===== src/rtl/cache_pkg.sv =====
// cache_pkg: shared widths and FSM state encoding for the cache memory
// responder and its latency counter.
//   ADDR_W : word address width, {tag, index}
//   DATA_W : backing word width
//   TAG_W  : tag field width (upper address bits)
//   IDX_W  : index field width (lower address bits)
//   CNT_W  : latency counter width, covers LATENCY up to 15
package cache_pkg;

  localparam int ADDR_W = 5;
  localparam int DATA_W = 3;
  localparam int TAG_W  = 3;
  localparam int IDX_W  = 2;
  localparam int CNT_W  = 4;

  typedef enum logic [1:0] {
    ST_IDLE = 2'd0,
    ST_BUSY = 2'd1,
    ST_RESP = 2'd2
  } state_e;

endpackage


===== src/rtl/cache_lat_counter.sv =====
// cache_lat_counter: loadable down-counter with a terminal-count (zero) flag.
// Ports:
//   clock      : sole clock, rising edge
//   reset_n    : asynchronous active-low reset, clears the count
//   load_i     : load load_val_i (has priority over dec_i)
//   load_val_i : value to load
//   dec_i      : decrement by one; saturates at zero
//   zero_o     : count is zero
module cache_lat_counter
  import cache_pkg::*;
(
  input  logic             clock,
  input  logic             reset_n,
  input  logic             load_i,
  input  logic [CNT_W-1:0] load_val_i,
  input  logic             dec_i,
  output logic             zero_o
);

  logic [CNT_W-1:0] cnt_q;
  logic [CNT_W-1:0] cnt_d;

  always_comb begin
    cnt_d = cnt_q;
    if (load_i) begin
      cnt_d = load_val_i;
    end else if (dec_i && (cnt_q != '0)) begin
      cnt_d = cnt_q - 1'b1;
    end
  end

  always_ff @(posedge clock or negedge reset_n) begin
    if (!reset_n) begin
      cnt_q <= '0;
    end else begin
      cnt_q <= cnt_d;
    end
  end

  assign zero_o = (cnt_q == '0);

endmodule


===== src/rtl/cache_mem_responder.sv =====
// cache_mem_responder: backing-memory model answering cache fill reads and
// write-backs after a fixed latency.
//
// State table
//   state   | meaning
//   IDLE    | ready for a request; req_ready=1
//   BUSY    | latency countdown; array access on the BUSY->RESP edge
//   RESP    | one-cycle resp_valid pulse, then back to IDLE
//
// Ports:
//   clock, reset_n : clock and asynchronous active-low reset
//   req_valid/req_ready : request handshake, accepted when both high
//   req_write      : 1 = write-back, 0 = fill read
//   req_addr       : {tag[2:0], index[1:0]}
//   req_wdata      : write-back data
//   resp_valid     : one-cycle completion pulse
//   resp_rdata     : fill data, holds its last value between reads
//
// Build option CACHE_MEM_WBUF_EN: posts writes into a one-entry buffer that
// answers on the next cycle and drains to the array LATENCY cycles later.
module cache_mem_responder
  import cache_pkg::*;
#(
  parameter int unsigned LATENCY = 3,
  parameter int unsigned DEPTH   = 32
) (
  input  logic              clock,
  input  logic              reset_n,
  input  logic              req_valid,
  input  logic              req_write,
  input  logic [ADDR_W-1:0] req_addr,
  input  logic [DATA_W-1:0] req_wdata,
  output logic              req_ready,
  output logic              resp_valid,
  output logic [DATA_W-1:0] resp_rdata
);

  localparam logic [CNT_W-1:0] LOAD_VAL = CNT_W'(LATENCY - 1);

  state_e            state_q, state_d;
  logic              wr_q;
  logic [ADDR_W-1:0] addr_q;
  logic [DATA_W-1:0] wdata_q;
  logic [DATA_W-1:0] rdata_q;
  logic [DATA_W-1:0] mem_q [DEPTH];
  logic [DATA_W-1:0] read_val;

  logic accept;
  logic complete;
  logic cnt_load;
  logic cnt_dec;
  logic cnt_zero;
  logic ready;

  cache_lat_counter u_lat_cnt (
    .clock      (clock),
    .reset_n    (reset_n),
    .load_i     (cnt_load),
    .load_val_i (LOAD_VAL),
    .dec_i      (cnt_dec),
    .zero_o     (cnt_zero)
  );

`ifdef CACHE_MEM_WBUF_EN
  logic              wbuf_valid_q;
  logic [ADDR_W-1:0] wbuf_addr_q;
  logic [DATA_W-1:0] wbuf_data_q;
  logic              wbuf_load;
  logic              wbuf_drain;
  logic              drain_zero;

  // The drain timer runs independently of the FSM so reads can proceed
  // while a posted write is still pending.
  cache_lat_counter u_drain_cnt (
    .clock      (clock),
    .reset_n    (reset_n),
    .load_i     (wbuf_load),
    .load_val_i (LOAD_VAL),
    .dec_i      (wbuf_valid_q && !drain_zero),
    .zero_o     (drain_zero)
  );

  assign wbuf_drain = wbuf_valid_q && drain_zero;

  always_ff @(posedge clock or negedge reset_n) begin
    if (!reset_n) begin
      wbuf_valid_q <= 1'b0;
      wbuf_addr_q  <= '0;
      wbuf_data_q  <= '0;
    end else if (wbuf_load) begin
      wbuf_valid_q <= 1'b1;
      wbuf_addr_q  <= req_addr;
      wbuf_data_q  <= req_wdata;
    end else if (wbuf_drain) begin
      wbuf_valid_q <= 1'b0;
    end
  end
`endif

  always_comb begin
    state_d    = state_q;
    ready      = 1'b0;
    resp_valid = 1'b0;
    accept     = 1'b0;
    complete   = 1'b0;
    cnt_load   = 1'b0;
    cnt_dec    = 1'b0;
`ifdef CACHE_MEM_WBUF_EN
    wbuf_load  = 1'b0;
`endif
    unique case (state_q)
      ST_IDLE: begin
`ifdef CACHE_MEM_WBUF_EN
        // A second write must wait for the single buffer entry to drain.
        ready = !(wbuf_valid_q && req_write);
`else
        ready = 1'b1;
`endif
        if (req_valid && ready) begin
          accept = 1'b1;
`ifdef CACHE_MEM_WBUF_EN
          if (req_write) begin
            wbuf_load = 1'b1;
            state_d   = ST_RESP;
          end else begin
            cnt_load = 1'b1;
            state_d  = ST_BUSY;
          end
`else
          cnt_load = 1'b1;
          state_d  = ST_BUSY;
`endif
        end
      end
      ST_BUSY: begin
        if (cnt_zero) begin
          complete = 1'b1;
          state_d  = ST_RESP;
        end else begin
          cnt_dec = 1'b1;
        end
      end
      ST_RESP: begin
        resp_valid = 1'b1;
        state_d    = ST_IDLE;
      end
      default: state_d = ST_IDLE;
    endcase
  end

  assign req_ready = ready;

  always_ff @(posedge clock or negedge reset_n) begin
    if (!reset_n) begin
      state_q <= ST_IDLE;
    end else begin
      state_q <= state_d;
    end
  end

  always_ff @(posedge clock or negedge reset_n) begin
    if (!reset_n) begin
      wr_q    <= 1'b0;
      addr_q  <= '0;
      wdata_q <= '0;
    end else if (accept) begin
      wr_q    <= req_write;
      addr_q  <= req_addr;
      wdata_q <= req_wdata;
    end
  end

  always_comb begin
    read_val = mem_q[addr_q];
`ifdef CACHE_MEM_WBUF_EN
    // Pending posted write is newer than the array contents.
    if (wbuf_valid_q && (wbuf_addr_q == addr_q)) begin
      read_val = wbuf_data_q;
    end
`endif
  end

  always_ff @(posedge clock or negedge reset_n) begin
    if (!reset_n) begin
      mem_q   <= '{default: '0};
      rdata_q <= '0;
    end else begin
      if (complete) begin
        if (wr_q) begin
          mem_q[addr_q] <= wdata_q;
        end else begin
          rdata_q <= read_val;
        end
      end
`ifdef CACHE_MEM_WBUF_EN
      if (wbuf_drain) begin
        mem_q[wbuf_addr_q] <= wbuf_data_q;
      end
`endif
    end
  end

  assign resp_rdata = rdata_q;

endmodule

===== config.mk =====
export PLATFORM = sky130hd
export DESIGN_NAME = cache_mem_responder
export DESIGN_NICKNAME = d
export VERILOG_FILES = /design/src/rtl/cache_pkg.sv /design/src/rtl/cache_lat_counter.sv /design/src/rtl/cache_mem_responder.sv
export SDC_FILE = /design/constraint.sdc
export NUM_CORES = 1
export LEC_CHECK = 0
export CELL_PAD_IN_SITES_DETAIL_PLACEMENT = 0
export CELL_PAD_IN_SITES_GLOBAL_PLACEMENT = 1
export CORE_UTILIZATION = 56
export DETAILED_ROUTE_END_ITERATION = 8
export PLACE_DENSITY = 0.95
export SYNTH_ARGS = -nofsm -noshare
export SYNTH_HDL_FRONTEND = slang
export SYNTH_SLANG_ARGS = --single-unit

===== constraint.sdc =====
create_clock -name clock -period 3.8 [get_ports clock]
set_clock_uncertainty 0.1 [all_clocks]
set_input_delay 0.57 -clock clock [delete_from_list [all_inputs] [get_ports clock]]
set_output_delay 0.57 -clock clock [all_outputs]
set_load 0.02 [all_outputs]

==> flow_summary.ini <==
[floorplanning]
dieHeight_um = 102
coreArea_mm2 = 0.00973
row_count = 36
die_x_um = 102
io_pins = 17
die-area_mm2 = 0.0104
start_util = 0.574

[final_layout]
instances_no_fill = 557
area_delta_synth_final_pct = 15.0
num_antenna_cells = 0
final_util = 0.660
layout.nets = 425
fillers = 669
layout-drive-gt1-share = 0.427

[min_path]
hold_class = in -> async

[yosys]
synth_cell_types = 45
syn-num-nets = 414
ys_warn_count = 0
postSynthCellCount = 400
ys_ff_latch = 114
async_flop_share = 1.00
synth-main-ff-cell = dfrtp_1
synth_edf_count = 0
syn_area_mm2 = 0.00558
synth_area_per_cell_um2 = 14.0
ys_seq_area_frac = 0.511

[critical_path]
cp_slowest_cell = or4_1
criticalPathCategory = reg -> reg
r2r_cells = 7
crit_path_start = u_lat_cnt.cnt_q[0]
crit_chain = inv_1 -> ha_1 -> or3b_1 -> or4_1 -> buf_4 -> nor3_4 -> mux2_2
r2r_start = u_lat_cnt.cnt_q[0]
critPathCaptureType = flip-flop
cp_data_required_time_ns = 4.09
critPathArrivalTime_ns = 3.43
slowest_delay_ns = 0.82
critPathLaunchType = flip-flop
crit_path_max_fanout = 11

[route]
routed_wl_mm = 12.0
avgViaCountPerCell = 6.17
drt_first_pass_iters = 4
dr.first_iter.drc_count = 283
wire_per_inst_um = 21.6
drc = 0
final_antenna_net_count = 0
via_count = 3436

[timing]
worstMarginPinSlew_ns = 1.21
fin_ws_ns = 0.658
setup_viol = 0
rsz0062_at_grt = false
min_period_ns = 3.14
tns_ns = 0
fmax_ghz = 0.318
drv_slew = 0
finalCritPeriodShare = 0.827
relSlewSlack = 0.196
finalHoldViolations = 0

[placed_design]
dp_hpwl_mm = 7.57
place.gp.congestion = 0.826
port_buffers = 16
pre_cts_ws_ns = 0.693
placed_cells = 525

[pwr]
p_per_area_mw_per_mm2 = 731
ir_drop_v = 0.000417
leakage_nw = 2.93

[clock_network]
cts_buffer_depth = 2
cts_root_buf = clkbuf_8
cts_setup_buffers = 0
clk_latency_ns = 0.52
clock_sinks = 114
cts_buffers = 17
cts_tree = yes
post_cts_resized = 0
clkSlewWorstSetupHoldPaths_ns = 0.06
htreeDepth = 4
hold_buffers = 0

[grt]
grt_pass1_vias = 3667
grt_start_max_net_pins = 79
grt_antenna_before_repair = 0
grt_pass1_wl_mm = 19.5
grt_use_total = 0.259
gr-total-overflow = 0

[run_status]
status = complete, no violations

[run]
maxCapViolations = 0
==> area by class of cell <==
class,count,area [µm²],area share
Clock buffer,21,439,0.0684
Clock inverter,11,160,0.0250
Inverter,5,18.8,0.00292
Multi-Input combinational cell,249,2560,0.399
Sequential cell,114,2850,0.445
Tap cell,133,166,0.0259
Timing Repair Buffer,24,218,0.0339
==> per-layer routing <==
metal  global-route usage  vias up  wire, µm
li1                     -     1502         -
met1                0.331     1803      5000
met2                0.427      111      6060
met3               0.0698       20       742
met4               0.0967        0       225
met5                    0        -         0
==> through the flow <==
stage	instance area, µm²	hold WS, ns	power, mW
6_report	6420	0.0935	4.69
5_1_grt	6420	0.170	4.89
4_1_cts	6420	0.135	4.70
3_5_place_dp	5820	0.391	3.06
3_3_place_gp	5820	0.384	3.02
2_1_floorplan	5580	0.174	2.68
==> report_power, final <==
group	total, mW	internal, mW	switching (mW)
Clock	1.62	1.07	0.543
Sequential	1.94	1.46	0.480
Combinational	1.13	0.545	0.586
Total	4.69	3.08	1.61
==> cells by family (layout without fill, tap and decap cells) <==
logic type                 Yosys count  count (layout)  share of synthesized area
xor gates and xnor gates             3               3                    0.00471
buffers and inverters               37              61                     0.0296
AOI/OAI and AO/OA                   22              22                     0.0294
DFF                                114             114                      0.511
and+or+nand+nor                     91              91                      0.115
adders and majority gates            2               2                    0.00448
muxes                              131             131                      0.305
==> critical path, delay by kind of cell, from the launching register on <==
| kind | cells | cell delay (ns) |
|---|---|---|
| buf+inv | 2 | 0.47 |
| fa+ha+maj | 1 | 0.15 |
| mux | 1 | 0.38 |
| flops | 1 | 0.37 |
| simple gates | 3 | 1.54 |
==> flip-flops by register name, indices dropped and copies added (netlist names) <==
| name | count |
|---|---|
| state_q | 2 |
| mem_q | 96 |
| u_lat_cnt.cnt_q | 4 |
| resp_rdata | 3 |
| wr_q | 1 |
| wdata_q | 3 |
| addr_q | 5 |
==> cells in the final DEF (no fill, tap or decap), drive strengths merged, types with 2 or more instances in the layout <==
master	instances
dfrtp	114
mux2	106
nor3	25
clkbuf	21
mux4	19
nand2	16
clkdlybuf4s50	15
nand3	12
buf	9
nor2	7
mux2i	6
inv	5
nand2b	5
clkinv	5
nor4	5
nor2b	4
nor3b	4
o21ai	4
a21oi	4
bufinv	4
o2111ai	3
o32a	3
or4	3
or3	3
xor2	2
o22a	2
a22oi	2
a2111oi	2
ha	2
clkinvlp	2
or3b	2
==> Yosys cell counts (3+ instances only) <==
cell       count  area (µm²)
mux2_4         6        90.1
nor2b_1        4        25.0
nor2_1         7        26.3
mux2i_1        6        60.1
o21ai_0        4        20.0
mux4_2        19         428
nor3_1        15        75.1
nand3_1       12        60.1
nand2b_1       5        31.3
nor3b_1        4        30.0
o32a_1         3        30.0
mux2_2       100        1130
o2111ai_1      3        26.3
a21oi_1        4        20.0
nor3_4         9         146
buf_2          9        45.0
inv_1          5        18.8
clkbuf_1      20        75.1
dfrtp_1      114        2850
nand2_1       16        60.1
==> path summary, 6_finish.rpt <==
kind,slack [ns],endpoint
max in group asynchronous,2.55,addr_q[0]
min in group clock,0.40,mem_q[48]
min reg2reg,0.40,mem_q[48]
max,0.66,mem_q[27]
min,0.09,mem_q[34]
max reg2reg,0.66,mem_q[27]
No activity file was read; power rests on OpenSTA's default activity.
